===== config.mk =====
export PLATFORM = sky130hd
export DESIGN_NAME = if_stage
export DESIGN_NICKNAME = d
export VERILOG_FILES = /design/src/rtl/if_stage.sv
export SDC_FILE = /design/constraint.sdc
export NUM_CORES = 1
export LEC_CHECK = 0
export ABC_AREA = 1
export CORE_UTILIZATION = 35
export DETAILED_ROUTE_END_ITERATION = 6
export RECOVER_POWER = 50
export SLEW_MARGIN = 40
export SYNTH_ARGS = -nofsm -noshare
export SYNTH_HDL_FRONTEND = slang
export SYNTH_SLANG_ARGS = --single-unit

===== constraint.sdc =====
create_clock -name clk -period 2.3 [get_ports clk]
set_input_delay 0.575 -clock clk [delete_from_list [all_inputs] [get_ports clk]]
set_output_delay 0.575 -clock clk [all_outputs]
set_load 0.005 [all_outputs]

===== src/rtl/if_stage.sv =====
// if_stage: MIPS instruction-fetch stage; drives the PC and holds a redirect that arrives during a stall
module if_stage #(
  parameter logic [31:0] RESET_PC = 32'hBFBF_FFFC,
  parameter int          CNT_W    = 32,
  parameter int          STALL_W  = 6
) (
  input  logic               clk,
  input  logic               rst,
  input  logic [STALL_W-1:0] stall,
  input  logic [32:0]        br_bus,
  output logic [32:0]        if_to_id_bus,
  output logic               inst_sram_en,
  output logic [3:0]         inst_sram_wen,
  output logic [31:0]        inst_sram_addr,
  output logic [31:0]        inst_sram_wdata,
  output logic [CNT_W-1:0]   fetch_cnt,
  output logic [CNT_W-1:0]   redirect_cnt
);
  logic        pc_stop;
  logic        br_e;
  logic [31:0] br_addr;
  logic [31:0] pc_r;
  logic        ce_r;
  logic        pend_valid;
  logic [31:0] pend_addr;
  logic        unused_stall;
  assign pc_stop = stall[0];
  assign {br_e, br_addr} = br_bus;
  assign unused_stall = ^stall[STALL_W-1:1];
  assign if_to_id_bus = {ce_r, pc_r};
  assign inst_sram_en = ce_r;
  assign inst_sram_addr = pc_r;
  assign inst_sram_wen = 4'b0;
  assign inst_sram_wdata = 32'b0;
  always_ff @(posedge clk) begin
    if (rst) begin
      pc_r <= RESET_PC;
      ce_r <= 1'b0;
      pend_valid <= 1'b0;
      pend_addr <= 32'b0;
      fetch_cnt <= '0;
      redirect_cnt <= '0;
    end else if (!pc_stop) begin
      if (!ce_r) begin
        ce_r <= 1'b1;
        pc_r <= RESET_PC + 32'd4;
      end else begin
        fetch_cnt <= fetch_cnt + CNT_W'(1);
        pc_r <= pend_valid ? pend_addr : br_e ? br_addr : pc_r + 32'd4;
        pend_valid <= 1'b0;
        if (pend_valid || br_e) redirect_cnt <= redirect_cnt + CNT_W'(1);
      end
    end else if (ce_r && !pend_valid && br_e) begin
      pend_valid <= 1'b1;
      pend_addr <= br_addr;
    end
  end
endmodule


== After elaboration in Yosys (flattened, before gate mapping) ==
Cells that the tools add are included.

* Bits in registers: 130
* Logic and storage cells: 26

* Bitwise gates (word level): 1
* Mux-type cells: 6
* Reductions and logical operators: 9
* Equal/unequal tests: 1
* Add/sub/neg operators: 3

{| class="wikitable"
|+ Operators by type and width
! cell !! number
|-
| $mux 32 || 3
|-
| $add 32x1->32 const B || 2
|-
| $add 32x3->32 const B || 1
|-
| $reduce_and 2->1 || 3
|-
| $mux 1 || 3
|-
| $reduce_and 3->1 || 1
|-
| $logic_and 1x1->1 || 2
|-
| $ne 2x1->1 const B || 1
|-
| $reduce_bool 2->1 || 1
|-
| $logic_not 1->1 || 1
|-
| $logic_or 1x1->1 || 1
|-
| $not 1->1 || 1
|}

== Logic depth before layout (Yosys ltp) ==
* Depth after elaboration: 5
* Mapped depth: 14

== Worst setup path before layout ==
Ideal clock, no wire load.

* Path kind: input -> register
* Start: input stall[0]
* End: register redirect_cnt[20]
* Arrival time: 1681 ps
* Slack: 503 ps
* Setup time: 116 ps
* Cell stages on the path: 12
* Path through: buf_6 > clkinv_2 > nand2_1 > nor2_2 > buf_4 > nand2_2 > inv_1 > nand4_1 > nor3_2 > nand2_1 > nand2_1 > a21oi_1

* Word-level cells in the longest chain between the ends: 2

{| class="wikitable"
|+ RTL lines
! what !! line !! RTL
|-
| from (decl) || 9 || <nowiki>input logic [STALL_W-1:0] stall,</nowiki>
|-
| $not 1->1 (no line) || - ||
|-
| $reduce_and 3->1 (no line) || - ||
|-
| to (signal assigned) || 51 || <nowiki>if (pend_valid || br_e) redirect_cnt <= redirect_cnt + CNT_W'(1);</nowiki>
|-
| to (decl) || 17 || <nowiki>output logic [CNT_W-1:0] redirect_cnt</nowiki>
|}

No other way between the ends.
A chain may end at the register's enable or synchronous reset.

== Worst setup path after layout ==
* Start: register pc_r[22], in the netlist inst_sram_addr[22]
* End: output inst_sram_addr[22]

{| class="wikitable"
|+ RTL lines
! what !! line !! RTL
|-
| from (decl) || 22 || <nowiki>logic [31:0] pc_r;</nowiki>
|-
| from (signal assigned) || 46 || <nowiki>pc_r <= RESET_PC + 32'd4;</nowiki>
|-
| from (signal assigned) || 49 || <nowiki>pc_r <= pend_valid ? pend_addr : br_e ? br_addr : pc_r + 32'd4;</nowiki>
|-
| to (decl) || 14 || <nowiki>output logic [31:0] inst_sram_addr,</nowiki>
|}

No word-level cell between the ends.

==> flow_metrics.py <==
metrics = {
    "setup_path": {
        "crit_fanout": 7,
        "crit_type": "register to primary output",
        "path_cells": "clkdlybuf4s50_1",
        "path_buf_inv": 1,
        "end_kind": "primary output",
        "crit_path_top_delay_cell": "clkdlybuf4s50_1",
        "crit_family": "buffers and inverters",
        "slowest_delay_ns": 0.61,
        "required_ns": 1.73,
        "cp-start-kind": "register",
        "arrival_ns": 1.53,
    },
    "sta": {
        "tightest_slew_ns": 0.9156,
        "relSlewSlack_pct": 38.96,
        "clock.fmax_mhz": 475.4,
        "setup_viol": 0,
        "drv_slew": 0,
        "setup_tns_ns": 0,
        "clock_skew_ns": 0.009702,
        "min_period_over_period_pct": 91.46,
        "hold_violations": 0,
        "rsz0062_at_grt": "no",
        "min_period_ns": 2.104,
    },
    "cells_and_area": {
        "synthToLayoutAreaGrowth_pct": 30.59,
        "antenna_cells": 0,
        "final_util_pct": 47.09,
        "fillCellCount": 2214,
        "fin_cells": 1623,
        "layout-drive-gt1-share_pct": 6.899,
        "finalNetCount": 1379,
    },
    "clock_tree": {
        "root_buffer": "clkbuf_16",
        "post_cts_buffers": 0,
        "clock_latency_ns": 0.43,
        "clk_pin_slew_ns": 0.06,
        "cts_tree": "done",
        "clock-sinks": 130,
        "hold_buffers": 0,
        "cts_max_level": 4,
        "cts_resized": 0,
        "clock_path_buffers": 2,
        "cts_inserted_buffers": 17,
    },
    "global_route": {
        "antenna_found_initial": 3,
        "grt.total_usage_pct": 20.73,
        "grt_pass1_wl_um": 36680,
        "grt_max_degree": 63,
        "gr-total-overflow": 0,
        "grt_pass1_vias": 7344,
    },
    "placed_design": {
        "place_congestion": 0.8691,
        "place_inst": 1591,
        "hpwl_um": 16690,
        "port_buffers": 165,
    },
    "synthesis": {
        "synth_cells": 1184,
        "syn-cell-area_mm2": 0.007676,
        "synth-seq-area-share_pct": 33.90,
        "synth_edf_count": 0,
        "ys_types": 43,
        "ys.flop_type": "dfxtp_1",
        "ys_seq_elements": 130,
        "syn_avg_cell_area_um2": 6.483,
        "synthArstFlopShare_pct": 0,
        "yosysWarnings": 0,
    },
    "route": {
        "via_per_inst": 4.805,
        "dr.pass1.iters": 5,
        "drtAntennaViolNets": 0,
        "wirelength_um": 22830,
        "drc": 0,
        "vias": 7798,
        "post_drt_wl_per_cell_um": 14.06,
        "drtIter0Drc": 396,
    },
    "die": {
        "io_pins": 207,
        "die_w_um": 150.1,
        "dieHeight_um": 150.1,
        "start_util_pct": 36.06,
        "design.die.area_mm2": 0.02253,
        "design.core.area_mm2": 0.02129,
        "num_rows": 53,
    },
    "power": {
        "peakVddDrop_mv": 0.5057,
        "p_per_area_mw_per_mm2": 623.6,
        "p_leak_nw": 4.082,
        "p_total_w": 0.006251,
    },
    "min_path": {
        "hold_class": "register to register",
    },
    "run_status": {
        "outcome": "complete, no violations",
    },
    "flow_run": {
        "max_cap_violations": 0,
    },
}
through the flow:
stage	cell area [um2]	setup WS, ns	hold slack (ns)
final	10020	0.1964	0.4459
after floorplan	7807	0.5026	0.4237
after detailed placement	9419	-0.1450	0.4383
after global routing	10020	0.04668	0.4725
after CTS	10100	0.1791	0.4474
after global placement	9419	-0.1297	0.4344
cell usage in the layout, fill, tap and decap left out, types with 15 or more instances in the layout:
cell type and count:
a21oi_1 113, buf_4 25, clkbuf_16 17, clkdlybuf4s50_1 118, conb_1 36, dfxtp_1 130
dlygate4sd3_1 46, inv_1 122, nand2_1 322, nand3_1 46, nand4_1 26, nor2_1 125
nor3_1 23, o211ai_1 15, o21ai_0 71
power by group:
part           total, W  leakage, nW  switching [W]  internal [W]
logic          0.000681         2.70       0.000369      0.000313
clock network   0.00317        0.326        0.00108       0.00209
registers       0.00240         1.06      0.0000811       0.00232
total           0.00625         4.08        0.00153       0.00472
cells in the mapped netlist, drive strengths merged, types with 2 or more instances:
cell type | n | area share (%)
nor2 | 134 | 7.2
o21ai | 73 | 4.8
xor2 | 11 | 1.3
dfxtp | 130 | 34
inv | 126 | 6.2
a221oi | 10 | 1.1
o211ai | 15 | 1.5
nand3 | 46 | 3.2
ha | 3 | 0.49
nor3b | 2 | 0.20
nand3b | 10 | 1.1
buf | 83 | 7.8
clkbuf | 26 | 1.3
xnor2 | 5 | 0.57
nand4 | 26 | 2.3
o221ai | 2 | 0.23
a21oi | 113 | 7.4
nor3 | 28 | 2.2
nand2 | 326 | 16
a31oi | 4 | 0.33
final cells by class:
| type | count | area [um2] | share of cell area [%] |
|---|---|---|---|
| Clock buffer | 19 | 452.9 | 4.518 |
| Clock inverter | 13 | 230.2 | 2.297 |
| Inverter | 127 | 478.0 | 4.768 |
| Multi-Input combinational cell | 853 | 3980 | 39.70 |
| Sequential cell | 130 | 2603 | 25.96 |
| Tap cell | 275 | 344.1 | 3.432 |
| Timing Repair Buffer | 206 | 1937 | 19.32 |
tightest hold or removal path: cells and delay by family, from the launching register on:
family	cells	cell delay [ns]
compound gates	1	0.05
flops	1	0.31
buf+inv	1	0.05
registers in the layout, indices dropped and copies added, names as in the netlist:
name / flops
fetch_cnt: 32
inst_sram_addr: 32
pend_addr: 32
redirect_cnt: 32
inst_sram_en: 1
pend_valid: 1
layer usage:
| layer | wire (um) | global-route usage (%) | vias up |
|---|---|---|---|
| met4 | 314 | 5.909 | 4 |
| met3 | 1274 | 3.848 | 27 |
| met5 | 27 | 0 | - |
| li1 | - | - | 4038 |
| met1 | 10470 | 26.09 | 3520 |
| met2 | 10740 | 35.90 | 209 |
cell families after synthesis:
kind of cell	Yosys count	synth area share [%]
compound gates	222	15.76
xor+xnor	16	1.826
fa+ha+maj	3	0.4890
buf+inv	236	15.34
flops	130	33.90
other cells	1	0.04885
simple gates	576	32.63
final timing paths:
check | start | end | slack, ns | cells after the start
min | pend_addr[3] | pend_addr[3] | 0.45 | 2
max | inst_sram_addr[22] | inst_sram_addr[22] | 0.20 | 1
min reg2reg | pend_addr[3] | pend_addr[3] | 0.45 | 2
max reg2reg | inst_sram_addr[2] | inst_sram_addr[25] | 0.27 | 9
No activity file was read; power rests on OpenSTA's default activity.
